File: config.mk
export PLATFORM = sky130hd
export DESIGN_NAME = shift_deserializer
export DESIGN_NICKNAME = d
export VERILOG_FILES = /design/src/rtl/shift_deserializer.sv
export SDC_FILE = /design/constraint.sdc
export NUM_CORES = 1
export LEC_CHECK = 0
export ABC_CLOCK_PERIOD_IN_PS = 2000
export CORE_MARGIN = 5
export CORE_UTILIZATION = 25
export DETAILED_ROUTE_END_ITERATION = 8
export GPL_TIMING_DRIVEN = 0
export PLACE_DENSITY = 0.51
export SYNTH_ARGS = -nofsm -noshare
export SYNTH_HDL_FRONTEND = slang
export SYNTH_SLANG_ARGS = --single-unit
File: constraint.sdc
create_clock -name Core_clk -period 2 [get_ports Core_clk]
set_input_delay 0.5 -clock Core_clk [delete_from_list [all_inputs] [get_ports Core_clk]]
set_output_delay 0.5 -clock Core_clk [all_outputs]
set_load 0.02 [all_outputs]
File: src/rtl/shift_deserializer.sv
// Serial-to-parallel word assembler: gathers valid/ready bits into WIDTH-bit words
// and hands them out through a one-deep output register, in continuous or one-shot mode.
module shift_deserializer #(
    parameter int WIDTH     = 17,
    parameter bit MSB_FIRST = 1'b1,
    parameter bit ONE_SHOT  = 1'b0
) (
    input  logic                       Core_clk,
    input  logic                       Core_reset,
    input  logic                       io_dataIn_valid,
    output logic                       io_dataIn_ready,
    input  logic                       io_dataIn_payload,
    output logic                       io_dataOut_valid,
    input  logic                       io_dataOut_ready,
    output logic [WIDTH-1:0]           io_dataOut_payload,
    input  logic                       io_resetBuffer,
    output logic [$clog2(WIDTH+1)-1:0] io_bitCount,
    output logic                       io_done
);

    localparam int CW = $clog2(WIDTH + 1);
    localparam logic [CW-1:0] LAST_BIT = CW'(WIDTH - 1);
    localparam logic [CW-1:0] FULL_CNT = CW'(WIDTH);

    // Both streams: a transfer happens on a rising edge where valid && ready;
    // a producer holds valid and payload steady until that edge.

    logic [WIDTH-1:0] shift_q, shift_d;
    logic [CW-1:0]    count_q, count_d;
    logic             full_q, full_d;
    logic             out_valid_q, out_valid_d;
    logic [WIDTH-1:0] payload_q, payload_d;
    logic             done_q, done_d;

    logic             in_ready;
    logic             bit_fire;
    logic             out_fire;
    logic             out_free;
    logic             load_ok;
    logic [WIDTH-1:0] shifted;

    always_comb begin
        in_ready = !full_q && !done_q;
        bit_fire = io_dataIn_valid && in_ready;
        out_fire = out_valid_q && io_dataOut_ready;
        out_free = !out_valid_q || io_dataOut_ready;
        // In one-shot mode nothing new may enter the output register once the first word has gone.
        load_ok  = out_free && !(ONE_SHOT && (done_q || out_fire));

        if (MSB_FIRST) begin
            shifted = {shift_q[WIDTH-2:0], io_dataIn_payload};
        end else begin
            shifted = {io_dataIn_payload, shift_q[WIDTH-1:1]};
        end

        shift_d     = shift_q;
        count_d     = count_q;
        full_d      = full_q;
        out_valid_d = out_valid_q;
        payload_d   = payload_q;
        done_d      = done_q;

        if (out_fire) begin
            out_valid_d = 1'b0;
            if (ONE_SHOT) begin
                done_d = 1'b1;
            end
        end

        if (full_q && load_ok) begin
            payload_d   = shift_q;
            out_valid_d = 1'b1;
            full_d      = 1'b0;
            count_d     = '0;
            shift_d     = '0;
        end else if (bit_fire) begin
            if (count_q == LAST_BIT) begin
                if (load_ok) begin
                    payload_d   = shifted;
                    out_valid_d = 1'b1;
                    count_d     = '0;
                    shift_d     = '0;
                end else begin
                    shift_d = shifted;
                    full_d  = 1'b1;
                    count_d = FULL_CNT;
                end
            end else begin
                shift_d = shifted;
                count_d = count_q + 1'b1;
            end
        end

        if (io_resetBuffer) begin
            shift_d     = '0;
            count_d     = '0;
            full_d      = 1'b0;
            out_valid_d = 1'b0;
            payload_d   = '0;
            done_d      = 1'b0;
        end
    end

    always_ff @(posedge Core_clk) begin
        if (Core_reset) begin
            shift_q     <= '0;
            count_q     <= '0;
            full_q      <= 1'b0;
            out_valid_q <= 1'b0;
            payload_q   <= '0;
            done_q      <= 1'b0;
        end else begin
            shift_q     <= shift_d;
            count_q     <= count_d;
            full_q      <= full_d;
            out_valid_q <= out_valid_d;
            payload_q   <= payload_d;
            done_q      <= done_d;
        end
    end

    assign io_dataIn_ready    = in_ready;
    assign io_dataOut_valid   = out_valid_q;
    assign io_dataOut_payload = payload_q;
    assign io_bitCount        = count_q;
    assign io_done            = ONE_SHOT ? done_q : 1'b0;

endmodule

==> results.py, run 1 <==
metrics = {
    "status": {
        "status": "complete, no violations",
    },
    "finish": {
        "num_antenna_cells": 0,
        "layout-drive-gt1-share": 0.141,
        "syn2layout_area_growth_pct": 28.9,
        "nets": 262,
        "fin_util": 0.326,
    },
    "worst_setup_path": {
        "cp_cell_sequence": "inv_1 -> ha_1 -> and4bb_4 -> and3_4 -> buf_6 -> or2_1 -> buf_6 -> buf_6 -> a31oi_2",
        "worstSetupEndpointType": "flip-flop",
        "path_buf_inv": 4,
        "cp.depth": 9,
        "startpoint_type": "flip-flop",
        "path_max_fanout": 10,
        "critPathMaxStageDelay_ns": 0.39,
        "crit_family": "simple AND/OR/NAND/NOR gates",
        "r2r_slack_ns": 0.10,
        "worst_path_max_delay_cell": "dfxtp_2",
        "cpMostUsedCell": "buf_6",
        "reg2reg_depth": 9,
        "required_ns": 2.21,
        "crit_type": "flip-flop to flip-flop",
        "cp.arrival_ns": 2.11,
    },
    "cts": {
        "postCtsResizedCells": 2,
        "clockBufferDepth": 2,
        "path_clk_slew_ns": 0.07,
        "cts.htree.levels": 2,
        "clock_sinks": 41,
        "cts_root_buf": "clkbuf_8",
        "numCtsBuffers": 5,
        "cts_tree": "done",
        "clock_latency_ns": 0.29,
        "hold_buffers": 0,
        "post-cts-setup-buffers": 0,
    },
    "sta": {
        "max_freq_mhz": 527,
        "fin_crit_ns": 1.90,
        "period_share": 0.949,
        "clock-skew-final_ns": 0.00416,
        "setup_viol": 0,
        "rsz0062_at_grt": "false",
        "tns_ns": 0,
        "drv_slew": 0,
        "finalHoldViolations": 0,
    },
    "yosys": {
        "yosysWarnings": 0,
        "async_flop_share": 0,
        "synth_edf_count": 0,
        "syn_area_per_cell_sq_um": 8.33,
        "ys_seq_area_frac": 0.452,
        "synth_area_sq_um": 1820,
        "synth-seq-cells": 41,
        "synth_cell_types": 29,
        "synth_cells": 218,
        "ys.flop_type": "dfxtp_1",
        "syn_nets": 226,
    },
    "min_path": {
        "hold_depth": 2,
        "hp-class": "flip-flop to flip-flop",
    },
    "grt": {
        "use_met1": 0.139,
        "top_usage_layer": "met2",
        "overflow": 0,
        "grt_max_degree": 12,
        "grt_first_pass_wirelength_mm": 7.44,
        "grt_antenna_before_repair": 0,
        "grt_usage": 0.102,
        "globalRouteMet2Util": 0.166,
        "grt_pass1_vias": 1487,
        "use_met3": 0.0126,
    },
    "drt": {
        "wl_per_cell_microns": 12.5,
        "drt-total-wl_mm": 4.42,
        "vias": 1646,
        "drt_iter0_markers": 59,
        "drt-pass1-iter-count": 5,
        "via_per_inst": 4.65,
        "drc": 0,
        "antenna_left": 0,
    },
    "power": {
        "power.leakage_nw": 0.769,
        "pwr_density_cell_nw_per_um2": 615,
        "vdd_drop_max_mv": 0.211,
    },
    "placement": {
        "routabilityCongestion": 0.738,
        "port_buffers": 29,
        "dp.final_hpwl_mm": 3.23,
    },
    "run": {
        "cap_violations": 0,
    },
    "floorplanning": {
        "die_y_microns": 95.2,
        "rows": 31,
        "die_area_sq_um": 9070,
        "io_pins": 31,
        "initial_core_util": 0.253,
        "core_sq_um": 7180,
        "fp.dieW_microns": 95.2,
    },
}
-- flip-flops by register name, indices dropped and copies added (netlist names) --
| name | cells |
|---|---|
| io_dataOut_valid | 1 |
| io_bitCount | 5 |
| io_dataOut_payload | 17 |
| full_q | 1 |
| shift_q | 17 |
-- per-stage QoR --
step	cell area (sq um)	total power, W	worst slack [ns]	hold slack, ns	std cells
floorplan	1820	0.000901	0.0722	0.437	218
global placement	2230	0.000939	-0.327	0.454	346
detailed placement	2230	0.000939	-0.348	0.458	346
CTS	2320	0.00146	0.000423	0.470	354
global route	2340	0.00151	0.00129	0.497	354
finish	2340	0.00144	0.102	0.467	354
-- per-layer routing --
layer / up-vias / wire (microns)
li1: 850 / -
met3: 8 / 118
met1: 765 / 2150
met4: 0 / 74
met5: - / 0
met2: 23 / 2070
-- worst register-to-register path: cells and delay by family (launching register included) --
family                   cells  cell delay, ns
buffers and inverters        4            0.48
flip-flops                   1            0.39
adder cells (fa/ha/maj)      1            0.21
AND/OR/NAND/NOR              3            0.62
AO/OA/AOI/OAI                1            0.13
-- placed cells by master (no fill, tap or decap), types with 5 or more instances in the layout --
master and n:
a21oi_1 23, a31oi_1 7, a31oi_2 10, clkbuf_1 8, clkbuf_2 7, clkbuf_8 5, clkdlybuf4s50_1 29, dfxtp_1 39
nand2_1 60, nand3_1 17, o31ai_1 14
-- power breakdown --
| group | switching, W | leakage, nW | internal (W) |
|---|---|---|---|
| sequential | 0.00000571 | 0.332 | 0.000822 |
| clock | 0.000269 | 0.0395 | 0.000248 |
| combinational | 0.0000572 | 0.398 | 0.0000377 |
| total | 0.000332 | 0.769 | 0.00111 |
-- cells by family (layout without fill, tap and decap cells) --
kind of cell,count (synthesis),count (layout),synth area share
and+or+nand+nor,93,93,0.230
other,1,1,0.00207
AOI/OAI and AO/OA,60,60,0.241
adders and majority gates,2,2,0.0138
DFF,41,41,0.452
xor gates and xnor gates,1,1,0.00483
buffers and inverters,20,57,0.0565
-- worst paths after layout --
check	startpoint	endpoint
hold reg to reg	shift_q[16]	shift_q[16]
hold / removal	shift_q[16]	shift_q[16]
setup / recovery	io_bitCount[0]	io_dataOut_payload[14]
setup reg to reg	io_bitCount[0]	io_dataOut_payload[14]
-- final cells by class --
type | count | area (sq um)
plain buffers | 17 | 100
well taps | 99 | 124
repair buffers | 29 | 290
clock buffers | 8 | 80.1
flip-flops and latches | 41 | 823
inverters | 3 | 11.3
fillers | 758 | 4830
multi-input cells | 157 | 912
-- Yosys cell counts, types with 3 or more instances --
library cell / number / area, sq um
a31oi_2: 10 / 125
a31oi_1: 7 / 43.8
nand3_1: 17 / 85.1
clkbuf_1: 12 / 45.0
dfxtp_1: 41 / 821
inv_1: 3 / 11.3
a21oi_1: 23 / 115
buf_6: 3 / 33.8
o31ai_1: 17 / 128
nor2_1: 4 / 15.0
nand2_1: 60 / 225
No activity file was read; power rests on OpenSTA's default activity.
==> run 2, diff against run 1 <==
Settings changed: CORE_MARGIN 5 to 2.
==> run 2 against run 1 <==
Effect of this change: setup slack got worse by 0.0043 ns; core utilization up 0.16 points; sequential share of layout area about the same; critical path type unchanged; critical endpoint is now io_dataOut_payload[11]; largest cell class unchanged.
==> results.py, run 2 (synthesis gave the netlist of run 1 again) <==
metrics = {
    "status": {
        "status": "complete, no violations",
    },
    "cts": {
        "cts.htree.levels": 2,
        "clockBufferDepth": 2,
        "path_clk_slew_ns": 0.07,
        "cts_tree": "done",
        "cts_root_buf": "clkbuf_8",
        "clock_sinks": 41,
        "numCtsBuffers": 5,
        "clock_latency_ns": 0.29,
        "post-cts-setup-buffers": 0,
    },
    "drt": {
        "via_per_inst": 4.61,
        "wl_per_cell_microns": 12.3,
        "drt_iter0_markers": 68,
        "drt-pass1-iter-count": 4,
        "antenna_left": 0,
        "drt-total-wl_mm": 4.37,
        "drc": 0,
        "vias": 1631,
    },
    "floorplanning": {
        "initial_core_util": 0.254,
        "die_y_microns": 89.2,
        "rows": 31,
        "core_sq_um": 7140,
        "io_pins": 31,
        "die_area_sq_um": 7960,
        "fp.dieW_microns": 89.2,
    },
    "finish": {
        "layout-drive-gt1-share": 0.145,
        "design_area_sq_um": 2340,
        "layout_commonest_cell": "nand2_1",
        "nets": 262,
        "syn2layout_area_growth_pct": 28.9,
        "final_cell_mix": "nand2_1, dfxtp_1, clkdlybuf4s50_1",
        "num_antenna_cells": 0,
    },
    "grt": {
        "grt_pass1_vias": 1472,
        "overflow": 0,
        "grt_antenna_before_repair": 0,
        "grt_usage": 0.115,
        "grt_first_pass_wirelength_mm": 7.16,
        "grt_max_degree": 12,
    },
    "worst_setup_path": {
        "r2r_slack_ns": 0.1,
        "crit_path_start": "io_bitCount[0]",
        "startpoint_type": "flip-flop",
        "reg2reg_to": "io_dataOut_payload[11]",
        "worstSetupEndpointType": "flip-flop",
        "path_max_fanout": 10,
        "endpoint": "io_dataOut_payload[11]",
        "critPathMaxStageDelay_ns": 0.39,
        "cp_cell_sequence": "inv_1 -> ha_1 -> and4bb_4 -> and3_4 -> buf_6 -> or2_1 -> buf_6 -> buf_6 -> a31oi_2",
        "crit_type": "flip-flop to flip-flop",
        "reg2reg_depth": 9,
        "cp.arrival_ns": 2.12,
        "worst_path_max_delay_cell": "dfxtp_2",
        "r2r-start": "io_bitCount[0]",
        "cpMostUsedCell": "buf_6",
        "required_ns": 2.22,
    },
    "placement": {
        "dp.final_hpwl_mm": 3.14,
        "placed_cell_area_sq_um": 2230,
        "routabilityCongestion": 0.749,
        "port_buffers": 29,
        "place_ws_ns": -0.330,
    },
    "sta": {
        "finalWorstSetupSlack_ns": 0.0976,
        "max_freq_mhz": 526,
        "drv_slew": 0,
        "holdWs_ns": 0.472,
        "finalHoldViolations": 0,
        "clock-skew-final_ns": 0.00623,
        "fin_crit_ns": 1.90,
        "period_share": 0.951,
        "setup_viol": 0,
        "rsz0062_at_grt": "false",
    },
    "power": {
        "vdd_drop_max_mv": 0.235,
        "power_frac_comb": 0.066,
        "p_int_w": 0.00111,
        "pwr_density_cell_nw_per_um2": 617,
        "seq_power_share": 0.573,
        "swShare": 0.233,
        "clockPowerShare": 0.361,
        "power.leakage_nw": 0.777,
        "p_sw_w": 0.000337,
    },
    "run": {
        "cap_violations": 0,
    },
    "min_path": {
        "hp-class": "flip-flop to flip-flop",
    },
}
## run 2: cell types whose count changed in the layout (fill, tap and decap cells not counted)
cell / previous run / this run
o31ai_1: 14 / 15
o31ai_2: 3 / 2
clkbuf_2: 7 / 8
nand2_2: 0 / 1
clkbuf_1: 8 / 7
nand2_1: 60 / 59
## run 2: area by class of cell
cell class                 instances  area, sq um
tap                               99          124
buffer                            17          101
sequential                        41          823
inverter                           3         11.3
multi-input combinational        157          910
clock buffer                       8         80.1
timing repair buffer              29          290
fill                             808         4800
## run 2: worst max-delay path: cells and delay by family, from the launching register on
family	cells	cell delay, ns
DFF	1	0.39
and+or+nand+nor	3	0.63
buffers and inverters	4	0.48
AOI/OAI and AO/OA	1	0.12
adders and majority gates	1	0.22
## run 2: worst min path at each step
stage / slack [ns] / from / cells after the start / endpoint
2_1_floorplan: 0.44 / shift_q[16] / 2 / shift_q[16]
3_3_place_gp: 0.45 / shift_q[16] / 2 / shift_q[16]
3_5_place_dp: 0.46 / shift_q[16] / 2 / shift_q[16]
4_1_cts: 0.47 / shift_q[16] / 2 / shift_q[16]
5_1_grt: 0.50 / shift_q[16] / 2 / shift_q[16]
6_report: 0.47 / shift_q[16] / 2 / shift_q[16]
## run 2: power groups by stage
stage | Sequential [W] | Clock (W) | Combinational [W]
final | 0.000828 | 0.000522 | 0.0000955
after detailed placement | 0.000846 | 0 | 0.0000926
after global placement | 0.000846 | 0 | 0.0000936
after CTS | 0.000827 | 0.000532 | 0.0000930
after global routing | 0.000828 | 0.000571 | 0.000104
after floorplan | 0.000851 | 0 | 0.0000501
## run 2: layer usage
metal / track usage / wire, microns / up-vias
li1: - / - / 844
met1: 0.154 / 2150 / 758
met2: 0.183 / 2060 / 23
met3: 0.0222 / 96 / 6
met4: 0.0407 / 54 / 0
met5: 0 / 0 / -
## run 2: metrics by stage
stage               utilization  std cells  power (W)  TNS (ns)
global route              0.328        354    0.00150         0
CTS                       0.324        354    0.00145         0
global placement          0.312        346   0.000940    -10.37
finish                    0.328        354    0.00144         0
floorplan                     -        218   0.000901         0
detailed placement        0.312        346   0.000939     -9.62
## run 2: timing repair
item / 4_1_cts / 5_1_grt
endpoints found under the setup margin: 10 / 37
hold buffers: 0 / 0
resized for setup: 1 / 21
